`src/rtl/mem_bus_pkg.sv`:
```
// Shared definitions for the SRAM-like bus bridges: FSM encoding, bus size
// codes and the kseg0/kseg1 address-window constants.
package mem_bus_pkg;

    typedef enum logic [1:0] {
        ST_IDLE = 2'd0,
        ST_REQ  = 2'd1,
        ST_WAIT = 2'd2,
        ST_DONE = 2'd3
    } dmem_state_t;

    localparam logic [1:0] SZ_BYTE = 2'd0;
    localparam logic [1:0] SZ_HALF = 2'd1;
    localparam logic [1:0] SZ_WORD = 2'd2;

    // Top two address bits selecting the kseg0/kseg1 window, and how many
    // top bits are cleared to form the physical address inside it.
    localparam logic [1:0] KSEG_SEG      = 2'b10;
    localparam int         KSEG_CLR_BITS = 3;

endpackage

```
`src/rtl/strb2size.sv`:
```
// Combinational decoder from store byte enables to bus transfer size.
// Irregular enable patterns fall back to a full word.
module strb2size
    import mem_bus_pkg::*;
(
    input  logic [3:0] strb_i,
    output logic [1:0] size_o
);

    always_comb begin
        // NOTE: default assignment first so no path leaves size_o unassigned (no latch).
        size_o = SZ_WORD;
        unique case (strb_i)
            4'b0001, 4'b0010, 4'b0100, 4'b1000: size_o = SZ_BYTE;
            4'b0011, 4'b1100:                   size_o = SZ_HALF;
            default:                            size_o = SZ_WORD;
        endcase
    end

endmodule

```
`src/rtl/dmem_sram_bridge.sv`:
```
// MEM-stage data bridge: turns one load/store per instruction into a single
// req/addr_ok/data_ok transaction on the SRAM-like bus and stalls the pipe until done.
module dmem_sram_bridge
    import mem_bus_pkg::*;
#(
    parameter int ADDR_W = 32,
    parameter int DATA_W = 32
) (
    input  logic              clk,
    input  logic              rst,
    input  logic              mem_rd,
    input  logic              mem_wr,
    input  logic [1:0]        load_size,
    input  logic [3:0]        sig_write,
    input  logic [ADDR_W-1:0] addr,
    input  logic [DATA_W-1:0] wdata,
    input  logic              longest_stall,
    output logic              d_stall,
    output logic [DATA_W-1:0] readdataM,
    output logic              data_req,
    output logic              data_wr,
    output logic [1:0]        data_size,
    output logic [3:0]        data_wstrb,
    output logic [ADDR_W-1:0] data_addr,
    output logic [DATA_W-1:0] data_wdata,
    input  logic              data_addr_ok,
    input  logic              data_data_ok,
    input  logic [DATA_W-1:0] data_rdata
);

    dmem_state_t       state_q;
    logic              req_q;
    logic              wr_q;
    logic [1:0]        size_q;
    logic [3:0]        wstrb_q;
    logic [ADDR_W-1:0] addr_q;
    logic [DATA_W-1:0] wdata_q;
    logic [DATA_W-1:0] rbuf_q;

    logic              acc;
    logic [1:0]        st_size;
    logic [1:0]        size_d;
    logic [3:0]        wstrb_d;
    logic [ADDR_W-1:0] addr_d;

    strb2size u_strb2size (
        .strb_i (sig_write),
        .size_o (st_size)
    );

    assign acc = mem_rd | mem_wr;

    // A store wins when both requests are raised together.
    always_comb begin
        size_d  = mem_wr ? st_size : load_size;
        wstrb_d = mem_wr ? sig_write : 4'b0000;
        addr_d  = addr;
        if (addr[ADDR_W-1 -: 2] == KSEG_SEG) begin
            addr_d[ADDR_W-1 -: KSEG_CLR_BITS] = '0;
        end
    end

    // NOTE: sequential state uses non-blocking assignments only, so every register
    // samples pre-edge values regardless of statement order.
    always_ff @(posedge clk or negedge rst) begin
        if (!rst) begin
            state_q <= ST_IDLE;
            req_q   <= 1'b0;
            wr_q    <= 1'b0;
            size_q  <= '0;
            wstrb_q <= '0;
            addr_q  <= '0;
            wdata_q <= '0;
            rbuf_q  <= '0;
        end else begin
            unique case (state_q)
                ST_IDLE: begin
                    if (acc) begin
                        req_q   <= 1'b1;
                        wr_q    <= mem_wr;
                        size_q  <= size_d;
                        wstrb_q <= wstrb_d;
                        addr_q  <= addr_d;
                        wdata_q <= wdata;
                        state_q <= ST_REQ;
                    end
                end
                ST_REQ: begin
                    if (data_addr_ok) begin
                        req_q   <= 1'b0;
                        state_q <= ST_WAIT;
                    end
                end
                ST_WAIT: begin
                    if (data_data_ok) begin
                        rbuf_q  <= data_rdata;
                        state_q <= longest_stall ? ST_DONE : ST_IDLE;
                    end
                end
                // Hold here until the pipeline moves, so the held instruction is not reissued.
                ST_DONE: begin
                    if (!longest_stall) begin
                        state_q <= ST_IDLE;
                    end
                end
                default: state_q <= ST_IDLE;
            endcase
        end
    end

    assign data_req   = req_q;
    assign data_wr    = wr_q;
    assign data_size  = size_q;
    assign data_wstrb = wstrb_q;
    assign data_addr  = addr_q;
    assign data_wdata = wdata_q;

    assign d_stall   = ((state_q == ST_IDLE) && acc) || (state_q == ST_REQ) ||
                       ((state_q == ST_WAIT) && !data_data_ok);
    assign readdataM = ((state_q == ST_WAIT) && data_data_ok) ? data_rdata : rbuf_q;

endmodule

```
`config.mk`:
```
export PLATFORM = sky130hd
export DESIGN_NAME = dmem_sram_bridge
export DESIGN_NICKNAME = d
export VERILOG_FILES = /design/src/rtl/mem_bus_pkg.sv /design/src/rtl/strb2size.sv /design/src/rtl/dmem_sram_bridge.sv
export SDC_FILE = /design/constraint.sdc
export NUM_CORES = 1
export LEC_CHECK = 0
export ABC_AREA = 1
export ABC_CLOCK_PERIOD_IN_PS = 3850
export CELL_PAD_IN_SITES_DETAIL_PLACEMENT = 1
export CELL_PAD_IN_SITES_GLOBAL_PLACEMENT = 1
export CORE_UTILIZATION = 30
export DETAILED_ROUTE_END_ITERATION = 10
export PLACE_DENSITY = 0.85
export SKIP_CTS_REPAIR_TIMING = 1
export SLEW_MARGIN = 10
export SYNTH_ARGS = -nofsm -noshare
export SYNTH_HDL_FRONTEND = slang
export SYNTH_HIERARCHICAL = 1
export SYNTH_SLANG_ARGS = --single-unit
export TNS_END_PERCENT = 1
```
`constraint.sdc`:
```
create_clock -name clk -period 3.85 [get_ports clk]
set_input_delay 0.77 -clock clk [delete_from_list [all_inputs] [get_ports clk]]
set_output_delay 0.77 -clock clk [all_outputs]
set_load 0.1 [all_outputs]
```
==> impl_metrics.xml <==
<?xml version="1.0" encoding="UTF-8"?>
<metrics>
  <group name="run_status">
    <metric name="run_status" unit="">finished, final reports clean</metric>
  </group>
  <group name="placed_design">
    <metric name="gp_routability_congestion" unit="">0.772</metric>
    <metric name="hpwlAfterDp" unit="microns">10200</metric>
    <metric name="postPlaceCellArea" unit="sq um">6830</metric>
    <metric name="portBuffers" unit="">213</metric>
  </group>
  <group name="floorplanning">
    <metric name="floorplan.io_pins" unit="">214</metric>
    <metric name="fp.coreArea" unit="sq um">13500</metric>
    <metric name="start_util" unit="">0.313</metric>
    <metric name="die_x" unit="microns">120</metric>
    <metric name="die_height" unit="microns">120</metric>
    <metric name="num_rows" unit="">42</metric>
    <metric name="dieArea" unit="sq um">14500</metric>
  </group>
  <group name="sta">
    <metric name="max_freq" unit="MHz">326</metric>
    <metric name="finalMaxSlewViolations" unit="">0</metric>
    <metric name="slew_headroom" unit="">0.294</metric>
    <metric name="finalSetupViolCount" unit="">0</metric>
    <metric name="finalCriticalPeriod" unit="ns">3.07</metric>
    <metric name="rsz_0062_raised_after_global_routing" unit="">no</metric>
    <metric name="finalCritPeriodShare" unit="">0.798</metric>
    <metric name="clock-skew-final" unit="ns">0.00529</metric>
    <metric name="max_slew.worst_pin.slew" unit="ns">1.06</metric>
    <metric name="final.setup.tns" unit="ns">0</metric>
    <metric name="finalHoldViolCount" unit="">0</metric>
  </group>
  <group name="logic_synthesis">
    <metric name="synthesized_area" unit="sq um">4210</metric>
    <metric name="syn-num-nets" unit="">602</metric>
    <metric name="yosysSeqAreaShare" unit="">0.630</metric>
    <metric name="netlist-cell-type-count" unit="">14</metric>
    <metric name="yosys_warnings" unit="">6</metric>
    <metric name="synth_seq_cells" unit="">106</metric>
    <metric name="number_of_instances_in_the_synthesized_netlist" unit="">493</metric>
    <metric name="synth.avg_cell_area" unit="sq um">8.54</metric>
  </group>
  <group name="critical_path">
    <metric name="crit_chain" unit="">clkdlybuf4s50_1, nand3_2, buf_12, o21ai_0, buf_12</metric>
    <metric name="worst-endpoint-required" unit="ns">3.08</metric>
    <metric name="rr_endpoint" unit="">data_wdata[27]</metric>
    <metric name="cp-end-kind" unit="">primary output</metric>
    <metric name="regToRegSetupSlack" unit="ns">1.99</metric>
    <metric name="worst_path_max_fanout" unit="">64</metric>
    <metric name="cp_slowest_cell" unit="">clkdlybuf4s50_1</metric>
    <metric name="start_kind" unit="">input pin</metric>
    <metric name="rr_worst_depth" unit="">5</metric>
    <metric name="reg2reg_from" unit="">state_q[1]</metric>
    <metric name="cpPeakStageDelay" unit="ns">0.50</metric>
    <metric name="worst-endpoint-arrival" unit="ns">2.30</metric>
    <metric name="timing.setup.critical_path_class" unit="">in2out</metric>
    <metric name="crit_path_frequent_cell" unit="">buf_12</metric>
  </group>
  <group name="cells_and_area">
    <metric name="area_delta_synth_final" unit="%">69.0</metric>
    <metric name="antenna-diode-count" unit="">0</metric>
    <metric name="layout.filler_cells" unit="">1574</metric>
    <metric name="post-route-cell-area" unit="sq um">7110</metric>
    <metric name="most_frequent_cells_in_the_layout" unit="">268 x nand2_1, 179 x clkdlybuf4s50_1, 106 x dfrtp_1</metric>
    <metric name="design.final.nets" unit="">810</metric>
    <metric name="final_common_cell" unit="">nand2_1</metric>
    <metric name="final_layout_size_suffix_gt1_frac" unit="">0.0809</metric>
    <metric name="seqCellArea" unit="sq um">2650</metric>
    <metric name="area_used_by_multi_input_combinational_logic" unit="sq um">1270</metric>
  </group>
  <group name="drt">
    <metric name="detailedRoute.firstPassIterationCount" unit="">4</metric>
    <metric name="initialDrtViolationCount" unit="">138</metric>
    <metric name="via_per_inst" unit="">4.50</metric>
    <metric name="route.antenna.remaining_nets" unit="">0</metric>
    <metric name="totalWireLength" unit="microns">13700</metric>
    <metric name="post-route-drc-count" unit="">0</metric>
    <metric name="routed_wire_length_per_instance" unit="microns">15.5</metric>
    <metric name="route.vias.total" unit="">3966</metric>
  </group>
  <group name="grt">
    <metric name="grt_first_pass_wirelength" unit="microns">22100</metric>
    <metric name="grtUsageTotal" unit="">0.196</metric>
    <metric name="first_global_vias" unit="">4393</metric>
    <metric name="globalRoute.totalOverflow" unit="">0</metric>
    <metric name="grt_start_max_net_pins" unit="">90</metric>
    <metric name="antenna_found_initial" unit="">0</metric>
  </group>
  <group name="hold_path">
    <metric name="hold_path_class" unit="">reg2reg</metric>
    <metric name="hold_path_end" unit="">data_wdata[14]</metric>
    <metric name="worst_hold_startpoint" unit="">data_wdata[14]</metric>
    <metric name="hold_depth" unit="">2</metric>
  </group>
  <group name="job">
    <metric name="drv_cap" unit="">0</metric>
  </group>
  <group name="clocking">
    <metric name="clock_tree.buffer_depth" unit="">2</metric>
    <metric name="clk_root_buffer_cell" unit="">clkbuf_16</metric>
    <metric name="cts_htree_levels" unit="">3</metric>
    <metric name="clkTransAtPathRegs" unit="ns">0.06</metric>
    <metric name="clock_tree_from_tritoncts" unit="">built</metric>
    <metric name="tritoncts.num_buffers" unit="">9</metric>
    <metric name="clock_sinks" unit="">106</metric>
    <metric name="worstSkewPairLatency" unit="ns">0.34</metric>
  </group>
</metrics>
-- per-layer routing --
layer / vias to the layer above / track usage / part of all wire
met4: 0 / 0.0656 / 0.015
met2: 135 / 0.360 / 0.53
met1: 1929 / 0.208 / 0.37
li1: 1886 / - / -
met5: - / 0 / 0
met3: 16 / 0.0689 / 0.085
-- worst max path at each step --
stage                            start             to  cells after the start
after floorplan           data_data_ok   readdataM[0]                      3
after global placement    data_data_ok   readdataM[4]                      5
after detailed placement  data_data_ok  readdataM[31]                      5
after CTS                 data_data_ok  readdataM[31]                      5
after global routing      data_data_ok   readdataM[7]                      5
final                     data_data_ok  readdataM[31]                      5
-- logic make-up (layout without fill, tap and decap cells) --
group,count (synthesis),in the layout,share of synthesized area
AOI/OAI and AO/OA,38,38,0.0461
buffers and inverters,68,280,0.0684
DFF,106,106,0.630
and+or+nand+nor,281,281,0.255
-- registers in the layout, summed over array words and instances, names as in the netlist --
signal,cells
data_wstrb,4
data_addr,32
data_size,2
data_req,1
data_wr,1
data_wdata,32
state_q,2
rbuf_q,32
-- cell type report --
type,instances,share of cell area
Sequential cell,106,0.373
Timing Repair Buffer,218,0.354
Inverter,47,0.0248
Clock buffer,13,0.0366
Clock inverter,2,0.00176
Tap cell,176,0.0310
Multi-Input combinational cell,319,0.179
-- critical path: cells and delay by family --
family                 cells  cell delay [ns]
AOI/OAI and AO/OA          1             0.45
buffers and inverters      3             0.94
and+or+nand+nor            1             0.11
-- synthesized netlist by cell type --
library cell,number,area share
nand2_1,268,0.24
dfrtp_1,106,0.63
inv_1,46,0.041
o21ai_0,37,0.044
buf_2,11,0.013
clkbuf_1,7,0.0062
nand3_1,6,0.0071
nor2_1,4,0.0036
buf_6,2,0.0054
nor2_2,2,0.0030
buf_4,1,0.0018
inv_2,1,0.00089
nand3_2,1,0.0024
o21ai_2,1,0.0021
-- per-stage QoR --
step	setup WS (ns)	hold slack [ns]	instances	utilization
floorplan	-0.174	0.474	493	-
global placement	0.882	0.461	866	0.508
detailed placement	0.762	0.464	866	0.508
CTS	0.746	0.482	881	0.528
global route	0.692	0.498	881	0.529
finish	0.778	0.476	881	0.529
Power is left out: the tool's default activity adds up to more than one toggle a clock period on the data nets, which glitch-free logic cannot reach.
